## src/rtl/dsp_nco_rom_sched.sv

```systemverilog
// Multi-channel NCO controller. One sin/cos ROM is shared by NCH phase accumulators: each
// sweep issues one ROM address per cycle, and the returned samples are realigned with their channel.
module dsp_nco_rom_sched #(
  parameter int NCH        = 4,
  parameter int PHASE_W    = 32,
  parameter int ADDR_WIDTH = 10,
  parameter int DATA_WIDTH = 16,
  parameter int ROM_LAT    = 1
) (
  input  logic                    clk,
  input  logic                    rst,
  input  logic                    tick,
  input  logic                    cfg_we,
  input  logic [$clog2(NCH)-1:0]  cfg_ch,
  input  logic [PHASE_W-1:0]      cfg_ftw,
  input  logic [ADDR_WIDTH-1:0]   cfg_pofs,
  input  logic                    cfg_en,
  output logic [ADDR_WIDTH-1:0]   rom_addr,
  input  logic [DATA_WIDTH-1:0]   rom_sin,
  input  logic [DATA_WIDTH-1:0]   rom_cos,
  output logic                    out_valid,
  output logic [$clog2(NCH)-1:0]  out_ch,
  output logic [DATA_WIDTH-1:0]   out_sin,
  output logic [DATA_WIDTH-1:0]   out_cos,
  output logic                    busy,
  output logic                    overrun,
  output logic [1:0]              dbg_state
);

  localparam int CW         = $clog2(NCH);
  localparam int DCW        = $clog2(ROM_LAT + 2);
  localparam int DRAIN_LAST = ROM_LAT + 1;

  typedef enum logic [1:0] {IDLE = 2'd0, ISSUE = 2'd1, DRAIN = 2'd2} state_t;

  state_t                  state;
  logic [CW-1:0]           slot;
  logic [DCW-1:0]          dcnt;

  logic [PHASE_W-1:0]      ftw  [NCH];
  logic [PHASE_W-1:0]      acc  [NCH];
  logic [ADDR_WIDTH-1:0]   pofs [NCH];
  logic [NCH-1:0]          en;

  // Slot tags travel alongside the ROM access so data and channel id leave together.
  logic [ROM_LAT:0]        pv;
  logic [CW-1:0]           pch  [ROM_LAT+1];

  assign dbg_state = state;

  // tick is a strobe with no back-pressure: it is taken only in IDLE; any tick seen while a
  // sweep is running is dropped and reported by a one-cycle overrun pulse.
  always_ff @(posedge clk) begin
    if (rst) begin
      state     <= IDLE;
      slot      <= '0;
      dcnt      <= '0;
      busy      <= 1'b0;
      overrun   <= 1'b0;
      rom_addr  <= '0;
      out_valid <= 1'b0;
      out_ch    <= '0;
      out_sin   <= '0;
      out_cos   <= '0;
      pv        <= '0;
      en        <= '0;
      for (int i = 0; i < NCH; i++) begin
        ftw[i]  <= '0;
        acc[i]  <= '0;
        pofs[i] <= '0;
      end
      for (int i = 0; i <= ROM_LAT; i++) begin
        pch[i] <= '0;
      end
    end else begin
      overrun <= tick && (state != IDLE);
      pv[0]   <= 1'b0;

      case (state)
        IDLE: begin
          if (tick) begin
            state <= ISSUE;
            slot  <= '0;
            busy  <= 1'b1;
          end
        end
        ISSUE: begin
          // Pre-increment phase addresses the ROM; a disabled channel still burns its slot.
          rom_addr <= acc[slot][PHASE_W-1 -: ADDR_WIDTH] + pofs[slot];
          pv[0]    <= en[slot];
          pch[0]   <= slot;
          if (en[slot]) begin
            acc[slot] <= acc[slot] + ftw[slot];
          end
          if (slot == CW'(NCH - 1)) begin
            state <= DRAIN;
            dcnt  <= '0;
          end else begin
            slot <= slot + 1'b1;
          end
        end
        DRAIN: begin
          // Held until the last channel's sample has been presented on the outputs.
          if (dcnt == DCW'(DRAIN_LAST)) begin
            state <= IDLE;
            busy  <= 1'b0;
          end else begin
            dcnt <= dcnt + 1'b1;
          end
        end
        default: begin
          state <= IDLE;
          busy  <= 1'b0;
        end
      endcase

      for (int i = 1; i <= ROM_LAT; i++) begin
        pv[i]  <= pv[i-1];
        pch[i] <= pch[i-1];
      end

      out_valid <= pv[ROM_LAT];
      if (pv[ROM_LAT]) begin
        out_ch  <= pch[ROM_LAT];
        out_sin <= rom_sin;
        out_cos <= rom_cos;
      end

      // Placed last so a write landing in its own channel's slot clears the accumulator
      // instead of letting that slot's increment through.
      if (cfg_we) begin
        ftw[cfg_ch]  <= cfg_ftw;
        pofs[cfg_ch] <= cfg_pofs;
        en[cfg_ch]   <= cfg_en;
        acc[cfg_ch]  <= '0;
      end
    end
  end

endmodule
```

## config.mk

```make
export PLATFORM = sky130hd
export DESIGN_NAME = dsp_nco_rom_sched
export DESIGN_NICKNAME = d
export VERILOG_FILES = /design/src/rtl/dsp_nco_rom_sched.sv
export SDC_FILE = /design/constraint.sdc
export NUM_CORES = 1
export LEC_CHECK = 0
export BUFFER_PORTS_ARGS = -buffer_cell sky130_fd_sc_hd__buf_2
export CAP_MARGIN = 25
export CORE_MARGIN = 2
export CORE_UTILIZATION = 59
export CTS_BUF_LIST = sky130_fd_sc_hd__clkbuf_16
export CTS_CLUSTER_SIZE = 30
export DETAILED_ROUTE_END_ITERATION = 16
export PLACE_DENSITY = 0.86
export SLEW_MARGIN = 20
export SYNTH_ARGS = -nofsm -noshare
export SYNTH_HDL_FRONTEND = slang
export SYNTH_SLANG_ARGS = --single-unit
```

## constraint.sdc

```tcl
create_clock -name clk -period 6.25 [get_ports clk]
set_input_delay 0.9375 -clock clk [delete_from_list [all_inputs] [get_ports clk]]
set_output_delay 0.9375 -clock clk [all_outputs]
set_load 0.03 [all_outputs]
```

==> results of run 1 <==
[flip-flops by register name, summed over array words and instances, names as in the netlist, named ones only]
name       count
ftw          128
acc          128
dcnt           2
pofs          40
rom_addr      10
dbg_state      2
out_cos       16
out_ch         2
slot           2
overrun        1
en             4
out_sin       16
busy           1
pch            4
pv             2
out_valid      1
[layer usage]
metal | vias to the layer above | share of wire [%]
met5 | - | 0.033
met2 | 590 | 47
li1 | 5361 | -
met4 | 2 | 3.2
met3 | 105 | 9.4
met1 | 5675 | 40
[critical path: stages, from the launching register on]
cell,delay [ps]
dfxtp_4,920
mux4_2,610
ha_1,230
inv_1,70
fa_1,190
nor2b_1,80
o21bai_1,220
a31oi_1,180
a31oi_1,360
o21ai_1,200
a221oi_1,440
o21ai_1,140
xnor2_1,310
a22o_1,190
[cell families after synthesis]
kind of cell / Yosys count / synth area share [%]
AND/OR/NAND/NOR: 470 / 12.9
flip-flops: 361 / 54.9
AO/OA/AOI/OAI: 260 / 10.7
buffers and inverters: 153 / 3.52
multiplexers: 111 / 12.6
adder cells (fa/ha/maj): 44 / 3.47
XOR/XNOR: 35 / 1.93
other: 1 / 0.0230
[power by group through the flow]
stage / logic (mW) / clock network [mW] / registers (mW)
2_1_floorplan: 0.303 / 0 / 2.66
3_3_place_gp: 0.426 / 0 / 2.67
3_5_place_dp: 0.440 / 0 / 2.68
4_1_cts: 0.444 / 2.08 / 2.63
5_1_grt: 0.491 / 2.20 / 2.63
6_report: 0.456 / 2.07 / 2.63
[worst paths after layout]
check	from	end	slack, ps	cells after the start
max reg2reg	flop	acc[1][28]$_SDFFE_PP0P_	2030	13
max	flop	acc[1][28]$_SDFFE_PP0P_	2030	13
min	pv[0]$_SDFF_PN0_	pv[1]$_SDFF_PP0_	440	1
min reg2reg	pv[0]$_SDFF_PN0_	pv[1]$_SDFF_PP0_	440	1
[cells in the final DEF (no fill, tap or decap), types with 39 or more instances in the layout]
| cell type | count |
|---|---|
| nand2_1 | 120 |
| a21oi_1 | 86 |
| edfxtp_1 | 172 |
| ha_1 | 42 |
| dfxtp_1 | 186 |
| nor3b_1 | 40 |
| a22o_1 | 52 |
| inv_1 | 76 |
| nor2_1 | 230 |
| mux4_2 | 75 |
| buf_2 | 128 |
| clkbuf_16 | 39 |
[through the flow]
stage | power (mW) | setup WS, ps
2_1_floorplan | 2.97 | 2020
4_1_cts | 5.16 | 1930
5_1_grt | 5.32 | 1770
3_3_place_gp | 3.10 | 1980
3_5_place_dp | 3.12 | 1950
6_report | 5.15 | 2030
[cell type report]
cell class / instances / area (µm²) / share of cell area (%)
Sequential cell: 361 / 8960 / 48.5
Multi-Input combinational cell: 922 / 6840 / 37.1
Clock buffer: 39 / 976 / 5.29
Timing Repair Buffer: 148 / 867 / 4.70
Tap cell: 341 / 427 / 2.31
Inverter: 62 / 233 / 1.26
Clock inverter: 28 / 149 / 0.807
==> impl_metrics.toml, run 1 <==
[status]
status = "finished clean"

[yosys]
synth-warning-count = 0
seq_area_frac_synth_pct = 54.9
syn_inst = 1435
syn_area_per_cell_um2 = 11.4
synth_edf_count = 172
synth_top_area_cell = "edfxtp_1"
synth_ff_type = "dfxtp_1"
yosys-top-cells-area = "edfxtp_1 32%, dfxtp_1 23%, mux4_2 10%"
ys_ff_latch = 361
synth_common_cells = "233 x nor2_1, 189 x dfxtp_1, 172 x edfxtp_1, 120 x nand2_1, 86 x a21oi_1"
synthesis.area_um2 = 16300
yosysTopAreaCellShare_pct = 31.7
synth_most_common_cell = "nor2_1"
async_reset_ff_share_pct = 0
synth_cell_types = 58

[power_and_ir_drop]
swShare_pct = 23.9
leakage_nw = 7.38
switching_power_mw = 1.23
pwr-share-seq_pct = 51.0
intPower_mw = 3.92
cellPowerDensity_nw_per_um2 = 279
combPwrFrac_pct = 8.9
peakVddDrop_uv = 251
pwr-share-clk_pct = 40.1

[place]
routabilityCongestion = 0.921
dp.cells = 1832
portBuffers = 129
dp_hpwl_um = 23700
placed_cell_area_um2 = 17300

[critical_path]
required_ps = 6730
worstPathMaxFanout = 44
end_kind = "flop"
crit_type = "reg2reg"
arrival_ps = 4690
setup.worst_path.start_class = "flop"

[sta]
period_minus_slack_ps = 4220
hold_viol_final = 0
setup_violations = 0
hold_ws_ps = 443
rsz0062_at_grt = "no"
tightest_slew_ps = 996
skew_ps = 17.6
timing.slew.headroom_pct = 33.6
fmax_mhz = 237
tns_ps = 0
fin_crit_sh_pct = 67.5
slew_violations = 0

[clock_tree]
cts_tree = "built"
cts_buffers = 37
clk_path_buf_depth = 3
cts-htree-levels = 2
cts.hold.buffers_added = 0
clkLatencyLatePin_ps = 530
cts_setup_buffers = 0
root_buffer = "clkbuf_16"
clkTransAtPathRegs_ps = 60
cts.sinks = 361
cts_resized = 0

[floorplan]
initial_core_util_pct = 60.3
rows = 60
num_io_pins = 130
die_h_um = 170
die_w_um = 170
core_um2 = 27000
die-area_um2 = 29000

[cells_and_area]
fin_util_pct = 68.3
final_cells = 1901
area.growth.synth_to_final_pct = 13.2
design_area_um2 = 18500
fin_nets = 1657
n_antenna_cell = 0
drive_gt1_share_pct = 19.2
fillers = 1923

[global_route]
grt_max_degree = 78
grt_util_met1_pct = 36.4
grt_usage_pct = 27.5
busiest_layer = "met2"
grt_pass1_wl_um = 61900
grtUsageMet3_pct = 5.98
globalRouteMet2Util_pct = 44.6
antenna_found_initial = 1
grt_pass1_vias = 11800
grt_overflow_total = 0

[routing]
drt_wl_total_um = 39100
first_pass_iters = 6
vias = 11700
viasPerCell = 6.17
drc = 0
antenna_left = 0
drt_first_iter_violations = 1151
wl_per_cell_um = 20.6

[min_path]
min_path_type = "reg2reg"

[job]
maxCapViolations = 0
(Power assumes the default switching activity.)
==> run 2: changes to the inputs <==
--- a/config.mk
+++ b/config.mk
@@ -8,11 +8,11 @@
 export BUFFER_PORTS_ARGS = -buffer_cell sky130_fd_sc_hd__buf_2
 export CAP_MARGIN = 25
 export CORE_MARGIN = 2
-export CORE_UTILIZATION = 59
+export CORE_UTILIZATION = 54
 export CTS_BUF_LIST = sky130_fd_sc_hd__clkbuf_16
 export CTS_CLUSTER_SIZE = 30
 export DETAILED_ROUTE_END_ITERATION = 16
-export PLACE_DENSITY = 0.86
+export PLACE_DENSITY = 0.83
 export SLEW_MARGIN = 20
 export SYNTH_ARGS = -nofsm -noshare
 export SYNTH_HDL_FRONTEND = slang
==> constraint.sdc (replaced) <==
create_clock -name clk -period 3.6 [get_ports clk]
set_input_delay 0.54 -clock clk [delete_from_list [all_inputs] [get_ports clk]]
set_output_delay 0.54 -clock clk [all_outputs]
set_load 0.03 [all_outputs]
==> impl_metrics.toml, run 2 (synthesis gave the netlist of run 1 again) <==
[cells_and_area]
multiInputGateArea_um2 = 7010
n_antenna_cell = 0
fillers = 2155
layout_common_cells = "233 x nor2_1, 186 x dfxtp_1, 172 x edfxtp_1, 128 x buf_2, 120 x nand2_1"
final_cells = 2021
largestRegisters = "acc x128, ftw x128, pofs x40"
fin_nets = 1726
final_common_cell = "nor2_1"
drive_gt1_share_pct = 24.3
seqCellArea_um2 = 8960
area.growth.synth_to_final_pct = 19.3

[clock_tree]
cts_buffers = 38
cts.sinks = 361
root_buffer = "clkbuf_16"
clkTransAtPathRegs_ps = 60
clk_path_buf_depth = 3
cts-htree-levels = 2
cts_tree = "built"
clkLatencyLatePin_ps = 530
cts.hold.buffers_added = 0

[sta]
hold_viol_final = 0
slew_violations = 0
fin_crit_sh_pct = 101
skew_ps = 12.9
hold_ws_ps = 253
fmax_mhz = 276
fin_ws_ps = -22.6
timing.slew.headroom_pct = 34.4
tightest_slew_ps = 983
period_minus_slack_ps = 3620
setup_violations = 2

[routing]
drt_first_iter_violations = 1237
first_pass_iters = 5
drc = 0
antenna_left = 0
vias = 12100
drt_wl_total_um = 40600
wl_per_cell_um = 20.1
viasPerCell = 5.97

[critical_path]
cp_slowest_cell = "mux4_2"
reg2reg_slack_ps = -20
worstPathMaxFanout = 12
cp_common_cell = "o21ai_1"
path_buf_inv = 2
rr_worst_depth = 14
end_kind = "flop"
arrival_ps = 4040
slowest_delay_ps = 520
r2r_end = "acc[1][28]$_SDFFE_PP0P_"
required_ps = 4020
crit_chain = "buf_6, buf_12, mux4_2, ha_1, a21oi_1, o21ai_1, a31oi_1, nand2_1, a31oi_2, o21ai_2, a221oi_2, o21ai_1, xnor2_2, a22o_1"
setup.worst_path.start_class = "flop"
crit_family = "compound AO/OA/AOI/OAI gates"
crit_type = "reg2reg"

[global_route]
antenna_found_initial = 0
grt_pass1_wl_um = 62200
grt_max_degree = 65
grt_usage_pct = 25.1
grt_pass1_vias = 11900
grt_overflow_total = 0

[power_and_ir_drop]
cellPowerDensity_nw_per_um2 = 488
pwr-share-seq_pct = 47.8
combPwrFrac_pct = 9.6
leakage_nw = 7.83
intPower_mw = 7.30
swShare_pct = 23.1
peakVddDrop_uv = 459
pwr-share-clk_pct = 42.6
switching_power_mw = 2.20

[place]
dp.cells = 1925
dp_hpwl_um = 25700
portBuffers = 129
pre_cts_slack_ps = -20.9
routabilityCongestion = 0.913

[floorplan]
die_h_um = 178
die-area_um2 = 31600
num_io_pins = 130
core_um2 = 29700
initial_core_util_pct = 54.9
rows = 63
die_w_um = 178

[min_path]
whs_endpoint = "out_sin[9]$_SDFFE_PP0P_"
hp-start = "rom_sin[9]"
min_path_type = "in2reg"
whs_path_depth = 3

[status]
status = "finished with violations"
violations = "setup timing"

[job]
maxCapViolations = 0
## run 2: cell count changes in the layout (fill, tap and decap cells not counted), moves of 3 or more
cell | previous run | this run
buf_4 | 15 | 74
buf_12 | 1 | 10
ha_1 | 42 | 35
ha_4 | 0 | 6
bufinv_16 | 1 | 5
clkbuf_16 | 39 | 43
clkinv_1 | 6 | 2
a21oi_1 | 86 | 83
a21oi_2 | 2 | 5
nor2_1 | 230 | 233
nor2_2 | 3 | 0
## run 2: area by class of cell
cell class              instances  share of cell area, %
multi-input cells             922                   36.0
flip-flops and latches        361                   46.0
clock buffers                  42                   5.40
repair buffers                216                   7.56
clock inverters                28                   1.29
inverters                      62                   1.20
well taps                     390                   2.51
## run 2: how the worst max path moves through the flow
stage | from | endpoint | cells after the start | slack [ps]
global placement | flop | acc[1][28]$_SDFFE_PP0P_ | 13 | 60
detailed placement | flop | acc[3][28]$_SDFFE_PP0P_ | 14 | -20
floorplan | flop | acc[1][28]$_SDFFE_PP0P_ | 15 | -3
finish | flop | acc[1][28]$_SDFFE_PP0P_ | 14 | -20
CTS | flop | acc[1][31]$_SDFFE_PP0P_ | 13 | 7
global route | flop | acc[1][28]$_SDFFE_PP0P_ | 14 | -120
## run 2: routing by layer
layer / up-vias / track usage (%) / part of all wire, %
met3: 101 / 5.25 / 8.8
met1: 5864 / 33.7 / 41
met4: 0 / 8.27 / 2.6
met2: 601 / 40.9 / 48
met5: - / 0 / 0
li1: 5504 / - / -
## run 2: power groups by stage
stage / clock (mW) / sequential [mW] / combinational (mW)
global route: 4.25 / 4.55 / 0.980
detailed placement: 0 / 4.63 / 0.836
CTS: 4.08 / 4.54 / 0.855
finish: 4.04 / 4.54 / 0.915
global placement: 0 / 4.62 / 0.814
floorplan: 0 / 4.62 / 0.531
## run 2: what timing repair did
item,in CTS,in global routing
buffers inserted,5,20
resized for setup,3,27
cloned,0,1
pin swaps,1,8
setup endpoints to repair,5,41
## run 2: through the flow
stage / util, % / setup TNS (ps) / instance area (µm²) / power, mW
after CTS: 64.2 / 0 / 19100 / 9.48
after global routing: 65.5 / -919 / 19500 / 9.79
after global placement: 59.5 / 0 / 17700 / 5.43
after detailed placement: 59.5 / -38.4 / 17700 / 5.47
final: 65.5 / -23.1 / 19500 / 9.50
after floorplan: - / -5.58 / 16400 / 5.15
## run 2: tightest hold or removal path: stages
cell,delay (ps)
buf_2,80
mux2i_1,60
nor2_1,70
==> run 3: changes to the inputs <==
--- a/config.mk
+++ b/config.mk
@@ -7,7 +7,6 @@
 export LEC_CHECK = 0
 export BUFFER_PORTS_ARGS = -buffer_cell sky130_fd_sc_hd__buf_2
 export CAP_MARGIN = 25
-export CORE_MARGIN = 2
 export CORE_UTILIZATION = 54
 export CTS_BUF_LIST = sky130_fd_sc_hd__clkbuf_16
 export CTS_CLUSTER_SIZE = 30
==> impl_metrics.toml, run 3 (synthesis gave the netlist of run 1 again) <==
[power_and_ir_drop]
pwr-share-clk_pct = 39.9
fin_total_pwr_mw = 9.10
pwr-share-seq_pct = 49.9
swShare_pct = 24.5
combPwrFrac_pct = 10.1
switching_power_mw = 2.23
leakage_nw = 7.75
cellPowerDensity_nw_per_um2 = 471
peakVddDrop_uv = 419
intPower_mw = 6.86

[global_route]
grt_util_met1_pct = 33.4
antenna_found_initial = 0
grt_overflow_total = 0
busiest_layer = "met2"
globalRouteMet2Util_pct = 43.4
grt_pass1_wl_um = 62400
grt_usage_pct = 25.8
grt_pass1_vias = 11900
grt_max_degree = 96
grtUsageMet3_pct = 4.72

[routing]
drt_first_iter_violations = 1215
vias = 12100
wl_per_cell_um = 20.4
drc = 0
drt_wl_total_um = 41200
viasPerCell = 5.97
antenna_left = 0
first_pass_iters = 5

[critical_path]
cp_slowest_cell = "mux4_2"
end_kind = "flop"
arrival_ps = 3970
worstPathMaxFanout = 6
setup.worst_path.start_class = "flop"
crit_family = "compound AO/OA/AOI/OAI gates"
slowest_delay_ps = 520
path_buf_inv = 2
rr_worst_depth = 14
cp_common_cell = "a21oi_4"
r2r_end = "acc[3][31]$_SDFFE_PP0P_"
required_ps = 4020
reg2reg_slack_ps = 50
crit_type = "reg2reg"
crit_chain = "buf_12, buf_4, mux4_2, ha_4, a21o_1, a21oi_4, o21ai_2, a221o_2, a21oi_4, o311a_1, o31ai_4, a221oi_2, xnor2_2, a22o_1"

[sta]
slew_violations = 0
fmax_mhz = 281
timing.slew.headroom_pct = 34.5
tightest_slew_ps = 983
hold_viol_final = 0
skew_ps = 25.4
period_minus_slack_ps = 3550
setup_violations = 0
hold_ws_ps = 250
fin_crit_sh_pct = 98.7

[status]
status = "finished clean"

[cells_and_area]
drive_gt1_share_pct = 24.3
n_antenna_cell = 0
largestRegisters = "acc x128, ftw x128, pofs x40"
final_common_cell = "nor2_1"
layout_common_cells = "233 x nor2_1, 186 x dfxtp_1, 172 x edfxtp_1, 128 x buf_2, 119 x nand2_1"
fin_util_pct = 65.2
fin_nets = 1728
area.growth.synth_to_final_pct = 18.4

[clock_tree]
cts-htree-levels = 2
root_buffer = "clkbuf_16"
clkTransAtPathRegs_ps = 60
cts.sinks = 361
cts.hold.buffers_added = 0
clk_path_buf_depth = 3
cts_tree = "built"
clkLatencyLatePin_ps = 530
cts_buffers = 38

[floorplan]
die_h_um = 176
core_um2 = 29600
die-area_um2 = 30900
die_w_um = 176
num_io_pins = 130
initial_core_util_pct = 55.0
rows = 63

[place]
dp_hpwl_um = 25300
portBuffers = 129
routabilityCongestion = 0.901

[min_path]
whs_path_depth = 3
whs_endpoint = "out_cos[12]$_SDFFE_PP0P_"
min_path_type = "in2reg"
hp-start = "rom_cos[12]"

[job]
maxCapViolations = 0
-- run 3: cell types whose count changed in the layout (fill, tap and decap cells not counted), sizes merged --
cell | before | now
inv | 78 | 75
buf | 215 | 216
clkbuf | 43 | 42
clkinv | 6 | 15
bufinv | 5 | 0
-- run 3: repair_timing --
item	4_1_cts	5_1_grt
buffers inserted	3	21
resized for setup	2	36
endpoints found under the setup margin	21	42
pin swaps	0	16
cloned	0	2
-- run 3: worst register-to-register path, delay by kind of cell (launching register included) --
kind / cells / cell delay (ps)
XOR/XNOR: 1 / 150
buffers and inverters: 2 / 250
multiplexers: 1 / 520
AO/OA/AOI/OAI: 9 / 1930
flip-flops: 1 / 400
adder cells (fa/ha/maj): 1 / 180
-- run 3: through the flow --
stage | setup TNS, ps | instance area, µm² | instances | worst slack [ps]
2_1_floorplan | -5.58 | 16400 | 1436 | -2.83
3_3_place_gp | -26.0 | 17700 | 1926 | -22.3
3_5_place_dp | -453 | 17700 | 1927 | -112
4_1_cts | 0 | 18900 | 1999 | 33.0
5_1_grt | -468 | 19300 | 2022 | -51.7
6_report | 0 | 19300 | 2022 | 46.7
-- run 3: cell type report --
cell class | count | area, µm²
fillers | 2188 | 10300
well taps | 390 | 488
multi-input cells | 922 | 7030
clock inverters | 29 | 139
clock buffers | 40 | 1000
flip-flops and latches | 361 | 8960
inverters | 62 | 233
repair buffers | 218 | 1460
-- run 3: power by group through the flow --
| stage | logic (mW) | registers [mW] | clock network [mW] |
|---|---|---|---|
| CTS | 0.853 | 4.54 | 3.65 |
| finish | 0.922 | 4.54 | 3.63 |
| global placement | 0.823 | 4.61 | 0 |
| global route | 0.982 | 4.55 | 3.83 |
| floorplan | 0.531 | 4.62 | 0 |
| detailed placement | 0.839 | 4.63 | 0 |
-- run 3: how the worst max path moves through the flow --
stage | startpoint | endpoint | slack, ps | cells after the start
after floorplan | flop | acc[1][28]$_SDFFE_PP0P_ | -3 | 15
after global placement | flop | acc[1][28]$_SDFFE_PP0P_ | -20 | 14
after detailed placement | flop | acc[1][28]$_SDFFE_PP0P_ | -110 | 14
after CTS | flop | acc[1][31]$_SDFFE_PP0P_ | 30 | 13
after global routing | flop | acc[0][29]$_SDFFE_PP0P_ | -50 | 13
final | flop | acc[3][31]$_SDFFE_PP0P_ | 50 | 14
-- run 3: per-layer routing --
layer / routed length (µm) / part of all wire [%] / vias to the layer above
met4: 1370 / 3.3 / 0
met1: 16700 / 41 / 5852
met3: 3610 / 8.8 / 118
li1: - / - / 5506
met5: 0 / 0 / -
met2: 19500 / 47 / 602
